**src/rtl/mem_access_sequencer.sv**
```systemverilog
// rtl/mem_access_sequencer.sv - LC-3b MEM-stage multi-cycle memory access sequencer (optional MEMSEQ_WATCHDOG_EN)
module mem_access_sequencer #(
    parameter int WIDTH   = 16,
    parameter int LANES   = WIDTH / 8,
    parameter int TIMEOUT = 255
) (
    input  logic             clk_i,
    input  logic             reset_i,
    input  logic             start_i,
    input  logic [2:0]       op_i,
    input  logic [WIDTH-1:0] addr_i,
    input  logic [WIDTH-1:0] wdata_i,
    output logic             stall_o,
    output logic             done_o,
    output logic [WIDTH-1:0] rdata_o,
    output logic             err_o,
    output logic             mem_read_o,
    output logic             mem_write_o,
    output logic [WIDTH-1:0] mem_address_o,
    output logic [WIDTH-1:0] mem_wdata_o,
    output logic [LANES-1:0] mem_byte_enable_o,
    input  logic             mem_resp_i,
    input  logic [WIDTH-1:0] mem_rdata_i
);

    localparam int LSB = $clog2(LANES);

    localparam logic [2:0] OP_LDW  = 3'd0;
    localparam logic [2:0] OP_STW  = 3'd1;
    localparam logic [2:0] OP_LDB  = 3'd2;
    localparam logic [2:0] OP_STB  = 3'd3;
    localparam logic [2:0] OP_LDI  = 3'd4;
    localparam logic [2:0] OP_STI  = 3'd5;
    localparam logic [2:0] OP_TRAP = 3'd6;
    localparam logic [2:0] OP_NOP  = 3'd7;

    typedef enum logic [1:0] {S_IDLE, S_ACC1, S_ACC2, S_DONE} state_t;

    state_t             state_q, state_d;
    logic [2:0]         op_q, op_d;
    logic [LSB-1:0]     lane_q, lane_d;
    logic [WIDTH-1:0]   wdata_q, wdata_d;
    logic               mem_read_q, mem_read_d;
    logic               mem_write_q, mem_write_d;
    logic [WIDTH-1:0]   mem_address_q, mem_address_d;
    logic [WIDTH-1:0]   mem_wdata_q, mem_wdata_d;
    logic [LANES-1:0]   be_q, be_d;
    logic               done_q, done_d;
    logic               err_q, err_d;
    logic [WIDTH-1:0]   rdata_q, rdata_d;

    logic               in_acc;
    logic               timeout_hit;
    logic [7:0]         load_byte;

    assign in_acc = (state_q == S_ACC1) || (state_q == S_ACC2);

`ifdef MEMSEQ_WATCHDOG_EN
    localparam int WD_W = ($clog2(TIMEOUT + 1) > 8) ? $clog2(TIMEOUT + 1) : 8;

    logic [WD_W-1:0] wd_q, wd_d;

    // Abort on the edge where the counter would reach TIMEOUT without a response
    assign timeout_hit = in_acc && !mem_resp_i && (wd_q == WD_W'(TIMEOUT - 1));

    // Watchdog counter: cleared when entering an access state, counts unanswered cycles
    always_comb begin
        wd_d = wd_q;
        if ((state_d == S_ACC1 || state_d == S_ACC2) && (state_d != state_q)) begin
            wd_d = '0;
        end else if (in_acc && !mem_resp_i) begin
            wd_d = wd_q + WD_W'(1);
        end
    end

    // Watchdog counter register
    always_ff @(posedge clk_i) begin
        if (reset_i) begin
            wd_q <= '0;
        end else begin
            wd_q <= wd_d;
        end
    end
`else
    logic [31:0] unused_timeout;
    assign unused_timeout = 32'(TIMEOUT);
    assign timeout_hit    = 1'b0;
`endif

    // Byte lane picked by the low address bits of a byte load
    assign load_byte = mem_rdata_i[int'(lane_q) * 8 +: 8];

    // State register
    always_ff @(posedge clk_i) begin
        if (reset_i) begin
            state_q <= S_IDLE;
        end else begin
            state_q <= state_d;
        end
    end

    // Next-state logic: one or two handshaked accesses, then a single DONE cycle
    always_comb begin
        state_d = state_q;
        case (state_q)
            S_IDLE: begin
                if (start_i) begin
                    state_d = (op_i == OP_NOP) ? S_DONE : S_ACC1;
                end
            end
            S_ACC1: begin
                if (timeout_hit) begin
                    state_d = S_IDLE;
                end else if (mem_resp_i) begin
                    state_d = (op_q == OP_LDI || op_q == OP_STI) ? S_ACC2 : S_DONE;
                end
            end
            S_ACC2: begin
                if (timeout_hit) begin
                    state_d = S_IDLE;
                end else if (mem_resp_i) begin
                    state_d = S_DONE;
                end
            end
            default: state_d = S_IDLE;
        endcase
    end

    // Output logic: next values of the registered memory-port and result outputs
    always_comb begin
        op_d          = op_q;
        lane_d        = lane_q;
        wdata_d       = wdata_q;
        mem_read_d    = mem_read_q;
        mem_write_d   = mem_write_q;
        mem_address_d = mem_address_q;
        mem_wdata_d   = mem_wdata_q;
        be_d          = be_q;
        done_d        = 1'b0;
        err_d         = 1'b0;
        rdata_d       = rdata_q;
        case (state_q)
            S_IDLE: begin
                if (start_i) begin
                    op_d          = op_i;
                    lane_d        = addr_i[LSB-1:0];
                    wdata_d       = wdata_i;
                    mem_address_d = {addr_i[WIDTH-1:LSB], {LSB{1'b0}}};
                    mem_wdata_d   = wdata_i;
                    be_d          = '0;
                    mem_read_d    = 1'b0;
                    mem_write_d   = 1'b0;
                    case (op_i)
                        OP_LDW, OP_LDB, OP_LDI, OP_STI, OP_TRAP: mem_read_d = 1'b1;
                        OP_STW: begin
                            mem_write_d = 1'b1;
                            be_d        = '1;
                        end
                        OP_STB: begin
                            mem_write_d = 1'b1;
                            be_d        = LANES'(1) << addr_i[LSB-1:0];
                            mem_wdata_d = {LANES{wdata_i[7:0]}};
                        end
                        default: begin
                            done_d  = 1'b1;
                            rdata_d = '0;
                        end
                    endcase
                end
            end
            S_ACC1, S_ACC2: begin
                if (timeout_hit) begin
                    mem_read_d  = 1'b0;
                    mem_write_d = 1'b0;
                    be_d        = '0;
                    done_d      = 1'b1;
                    err_d       = 1'b1;
                    rdata_d     = '0;
                end else if (mem_resp_i) begin
                    if (state_q == S_ACC1 && (op_q == OP_LDI || op_q == OP_STI)) begin
                        // Pointer fetched: second access goes to the aligned pointer target
                        mem_address_d = {mem_rdata_i[WIDTH-1:LSB], {LSB{1'b0}}};
                        if (op_q == OP_STI) begin
                            mem_read_d  = 1'b0;
                            mem_write_d = 1'b1;
                            mem_wdata_d = wdata_q;
                            be_d        = '1;
                        end
                    end else begin
                        mem_read_d  = 1'b0;
                        mem_write_d = 1'b0;
                        be_d        = '0;
                        done_d      = 1'b1;
                        case (op_q)
                            OP_LDW, OP_LDI, OP_TRAP: rdata_d = mem_rdata_i;
                            OP_LDB:  rdata_d = {{(WIDTH-8){load_byte[7]}}, load_byte};
                            default: rdata_d = '0;
                        endcase
                    end
                end
            end
            default: ;
        endcase
    end

    // Datapath and output registers
    always_ff @(posedge clk_i) begin
        if (reset_i) begin
            op_q          <= OP_NOP;
            lane_q        <= '0;
            wdata_q       <= '0;
            mem_read_q    <= 1'b0;
            mem_write_q   <= 1'b0;
            mem_address_q <= '0;
            mem_wdata_q   <= '0;
            be_q          <= '0;
            done_q        <= 1'b0;
            err_q         <= 1'b0;
            rdata_q       <= '0;
        end else begin
            op_q          <= op_d;
            lane_q        <= lane_d;
            wdata_q       <= wdata_d;
            mem_read_q    <= mem_read_d;
            mem_write_q   <= mem_write_d;
            mem_address_q <= mem_address_d;
            mem_wdata_q   <= mem_wdata_d;
            be_q          <= be_d;
            done_q        <= done_d;
            err_q         <= err_d;
            rdata_q       <= rdata_d;
        end
    end

    // Upstream is frozen while an op is requested or an access is in flight
    assign stall_o           = start_i | in_acc;
    assign done_o            = done_q;
    assign err_o             = err_q;
    assign rdata_o           = rdata_q;
    assign mem_read_o        = mem_read_q;
    assign mem_write_o       = mem_write_q;
    assign mem_address_o     = mem_address_q;
    assign mem_wdata_o       = mem_wdata_q;
    assign mem_byte_enable_o = be_q;

endmodule

```
**config.mk**
```make
export PLATFORM = sky130hd
export DESIGN_NAME = mem_access_sequencer
export DESIGN_NICKNAME = d
export VERILOG_FILES = /design/src/rtl/mem_access_sequencer.sv
export SDC_FILE = /design/constraint.sdc
export NUM_CORES = 1
export LEC_CHECK = 0
export CAP_MARGIN = 40
export CORE_ASPECT_RATIO = 1.4
export CORE_MARGIN = 3
export CORE_UTILIZATION = 46
export CTS_BUF_LIST = sky130_fd_sc_hd__clkbuf_8
export CTS_CLUSTER_SIZE = 12
export DETAILED_ROUTE_END_ITERATION = 8
export PLACE_DENSITY = 0.78
export SLEW_MARGIN = 5
export SYNTH_ARGS = -nofsm -noshare
export SYNTH_HDL_FRONTEND = slang
export SYNTH_SLANG_ARGS = --single-unit
```
**constraint.sdc**
```tcl
create_clock -name clk_i -period 3.1 [get_ports clk_i]
set_input_delay 0.775 -clock clk_i [delete_from_list [all_inputs] [get_ports clk_i]]
set_output_delay 0.775 -clock clk_i [all_outputs]
set_load 0.05 [all_outputs]
```
; ---- Yosys cells after proc, flatten, opt, wreduce, memory -nomap -nowiden
; Index checks and enable logic that the tools add are counted.
[op_classes]
eq_ne = 22
n_shift = 2
muxes = 45
bitwise = 1
reduce_logical = 18
[ops]
columns = operator, n
row1 = 2-to-1 mux 16 bit, 12
row2 = case mux 16 bit (2 select lines), 4
row3 = "equality test 3 bit, second input constant", 7
row4 = 2-to-1 mux 2 bit, 8
row5 = "inequality test 2 bit, second input constant", 8
row6 = variable part select 16 x 5 -> 8 bit, 1
row7 = 2-to-1 mux 1 bit, 15
row8 = AND reduction 5 bit, 2
row9 = "equality test 3 x 2 -> 1 bit, second input constant", 3
row10 = case mux 2 bit (2 select lines), 2
row11 = AND reduction 4 bit, 2
row12 = OR reduction 7 bit, 1
row13 = zero test 3 bit, 2
row14 = case mux 1 bit (2 select lines), 3
row15 = case mux 2 bit (3 select lines), 1
row16 = OR reduction 5 bit, 1
row17 = OR reduction 2 bit, 2
row18 = "equality test 3 x 1 -> 1 bit, second input constant", 1
row19 = "inequality test 3 bit, second input constant", 1
row20 = AND reduction 3 bit, 1
row21 = OR reduction 3 bit, 1
row22 = "equality test 2 x 1 -> 1 bit, second input constant", 1
row23 = "equality test 2 bit, second input constant", 1
row24 = zero test 2 bit, 1
row25 = 6 further kinds, 7
[totals]
ff_bits = 75
word_cells = 99

; ---- Logic depth before layout (Yosys ltp)
[logic_depth]
depth_word = 6
mapped_depth = 9
depth_no_buf = 6

; ---- Worst setup path before layout
; Ideal clock, no wire load.
[synth_timing]
kind = flip-flop to output port
start = register state_q[0]
end = output port stall_o
arrival_ns = 1.507
slack_ns = 0.818
path_stages_with_launch = 6
path_buffers = 2
path_cell_list = dfxtp_1 -> inv_1 -> ha_1 -> buf_6 -> clkbuf_1 -> or2_2
[synth_between]
elab_chain_len = 3
word_cells_on_any_way = 4
[synth_rtl]
columns = element, line
row1 = start: declaration, 39  ; state_t state_q, state_d;
row2 = start signal: assignment, 98  ; state_q <= state_d;
row3 = equality test 2 x 1 -> 1 bit / equality test 2 bit (equally long branches), 56  ; assign in_acc = (state_q == S_ACC1) || (state_q == S_ACC2);
row4 = logical OR 1 bit *, 56
row5 = bitwise OR 1 bit *, 236  ; assign stall_o = start_i | in_acc;
row6 = end: declaration, 13  ; output logic stall_o,
; Every way passes the cells marked *; elsewhere a longest branch is shown, timed or not.

; ---- Final worst setup path
; Same ends and word-level chain as after synthesis.

==> results.yml <==
cells_and_area:
  antenna_cells: 0
  multi_input_area_sq_mm: 0.00205
  layout_common_cells: "105 x clkdlybuf4s50_1, 74 x dfxtp_1, 57 x nand2_1, 42 x mux2i_1, 31 x a21oi_1"
  drive_gt1_share_pct: 10.0
  nFillCells: 701
  areaGrowthSynthToFinish_pct: 33.6
  regArea_sq_mm: 0.00148
  stdcell_count: 620
  fin_nets: 575
  final_common_cell: "clkdlybuf4s50_1"
floorplan:
  core_area_sq_mm: 0.00789
  initial_core_util_pct: 48.0
  rows: 38
  die_x_um: 82.7
  ioPinCount: 110
  die_height_um: 113
  die-area_sq_mm: 0.00938
clock_tree:
  post-cts-setup-buffers: 0
  cts_hold_buf: 0
  cts.clk_slew.worst_paths_ns: 0.07
  clk_path_buf_depth: 2
  cts_buffers: 9
  clk_latency_ns: 0.35
  postCtsResizedCells: 0
  cts_tree: "built"
  cts_num_sinks: 74
  ctsHtreeMaxLevel: 3
  clockRootBuffer: "clkbuf_8"
worst_setup_path:
  cp-start-kind: "register"
  path_class: "reg2out"
  rr_worst_depth: 7
  worstPathMaxFanout: 21
  cp_data_arrival_time_ns: 1.84
  r2r-start: "state_q[0]"
  critPathCaptureType: "output port"
  r2r_slack_ns: 0.69
  required_ns: 2.32
  r2r-end: "rdata_o[15]"
timing:
  worstMarginPinSlew_ns: 0.821
  layout_min_cycle_time_ns: 2.61
  fin_skew_ns: 0.00862
  maxSlewViolCount: 0
  slew_headroom_pct: 45.2
  setup-tns-final_ns: 0
  hold_violations: 0
  clock.fmax_mhz: 383
  finalCritPeriodShare_pct: 84.2
  finalSetupViolCount: 0
  rsz0062_at_grt: "false"
global_route:
  overflow: 0
  grt_max_degree: 31
  met3_usage_pct: 5.69
  grt_usage_pct: 22.0
  grt_pass1_wl_mm: 15.8
  use_met1_pct: 25.4
  antenna_found_initial: 0
  top_usage_layer: "met2"
  gr-usage-met2_pct: 37.8
  grt_pass1_vias: 3282
routing:
  vias: 3398
  drtIter0Drc: 165
  drt_wl_total_mm: 10.1
  wl_per_cell_um: 16.3
  firstDrtPassIters: 4
  viasPerCell: 5.48
  ant_nets: 0
  drcViolationCount: 0
logic_synthesis:
  yosys_warnings: 0
  ys_seq_area_share_pct: 39.1
  synth_cell_type_count: 45
  synth_compound_area_share_pct: 17.9
  syn_avg_cell_area_sq_um: 8.98
  synthCells: 422
  synth_seq_cells: 74
  synth_top_area_share_pct: 39.1
  synthSimpleGateAreaFrac_pct: 19.1
  synthAdderAreaFrac_pct: 1.32
  synth_top_area_cell: "dfxtp_1"
  synthXorXnorAreaFrac_pct: 0
  synthTopCellsByArea: "dfxtp_1 39%, mux2i_1 11%, nand2_1 5.6%"
  synth_top_family_by_area: "simple AND/OR/NAND/NOR gates"
  muxShareOfSynthArea_pct: 15.5
  synth_area_sq_mm: 0.00379
hold_path:
  hold_depth: 2
  hp-class: "reg2reg"
  hold_start: "wdata_q[2]"
  whs_endpoint: "wdata_q[2]"
placement:
  dp.cells: 605
  hpwl_mm: 7.43
  place_congestion: 0.835
  io_buffers: 107
status:
  status: "complete, no violations"
power_and_ir_drop:
  leakage_nw: 1.94
  p_per_area_mw_per_mm2: 985
  ir_worst_vdd_v: 0.000602
flow_run:
  max_cap_violations: 0
[how the worst max path moves through the flow]
stage / from / end / slack [ns] / cells past startpoint
2_1_floorplan: state_q[0] / stall_o / 0.82 / 5
3_3_place_gp: op_i[2] / mem_wdata_o[8] / 0.43 / 5
3_5_place_dp: op_i[2] / mem_wdata_o[8] / 0.40 / 5
4_1_cts: state_q[0] / stall_o / 0.47 / 5
5_1_grt: state_q[0] / stall_o / 0.42 / 5
6_report: state_q[0] / stall_o / 0.49 / 5
[layer usage]
metal  share of wire [%]  wire length (um)  vias up
li1                    -                 -     1658
met3                 7.7               776       17
met1                  40              4050     1585
met2                  50              5050      138
met5                   0                 0        -
met4                 2.5               249        0
[power breakdown]
part           leakage, nW  total, mW  switching (mW)  internal (mW)
Clock                0.110      0.767           0.338          0.429
Sequential           0.607       1.30           0.131           1.17
Combinational         1.22       2.92            1.84           1.08
[kinds of logic after synthesis]
| family | Yosys count |
|---|---|
| buffers and inverters | 48 |
| other | 1 |
| AND/OR/NAND/NOR | 143 |
| multiplexers | 57 |
| adder cells (fa/ha/maj) | 4 |
| flip-flops | 74 |
| AO/OA/AOI/OAI | 95 |
[state kept, by name, summed over array words and instances (netlist names)]
name	cells
done_o	1
lane_q	1
mem_address_o	15
mem_byte_enable_o	2
mem_read_o	1
mem_wdata_o	16
mem_write_o	1
op_q	3
rdata_o	16
state_q	2
wdata_q	16
[synthesized netlist by cell type, drive strengths merged]
master	n
mux2	15
o2111a	2
or2	2
a41oi	1
mux2i	42
o221a	1
a21oi	35
nand3	2
o21bai	1
inv	13
conb	1
buf	21
nand4	1
nand2	57
a31oi	1
dfxtp	74
nand2b	20
and3	1
nor2b	9
nor2	27
nor3b	11
ha	4
o2111ai	8
nand4b	1
a311oi	8
nor3	1
o32ai	1
a21o	1
and3b	2
o21ai	18
clkbuf	14
and2	1
nand3b	5
a211oi	17
o221ai	1
or2b	1
or3	1
and2b	1
[per-stage QoR]
| stage | total power [mW] | utilization, % | worst slack [ns] | cell area [sq um] | hold WS [ns] |
|---|---|---|---|---|---|
| floorplan | 3.64 | - | 0.818 | 3790 | 0.436 |
| global placement | 4.20 | 61.6 | 0.435 | 4860 | 0.441 |
| detailed placement | 4.24 | 61.6 | 0.399 | 4860 | 0.447 |
| CTS | 5.02 | 64.2 | 0.469 | 5060 | 0.457 |
| global route | 5.32 | 64.2 | 0.420 | 5060 | 0.481 |
| finish | 4.99 | 64.2 | 0.490 | 5060 | 0.457 |
[critical path: stages (launching register included)]
cell and delay (ns):
dfxtp_1 0.38, inv_1 0.09, ha_2 0.30, buf_4 0.21, or2_2 0.34, buf_12 0.16
[cell type report]
| cell class | count | share of cell area (%) |
|---|---|---|
| Multi-Input combinational cell | 301 | 40.6 |
| Sequential cell | 74 | 29.2 |
| Timing Repair Buffer | 117 | 22.7 |
| Clock buffer | 12 | 3.26 |
| Tap cell | 100 | 2.47 |
| Inverter | 13 | 0.963 |
| Clock inverter | 3 | 0.766 |
No activity file was read; power rests on OpenSTA's default activity.
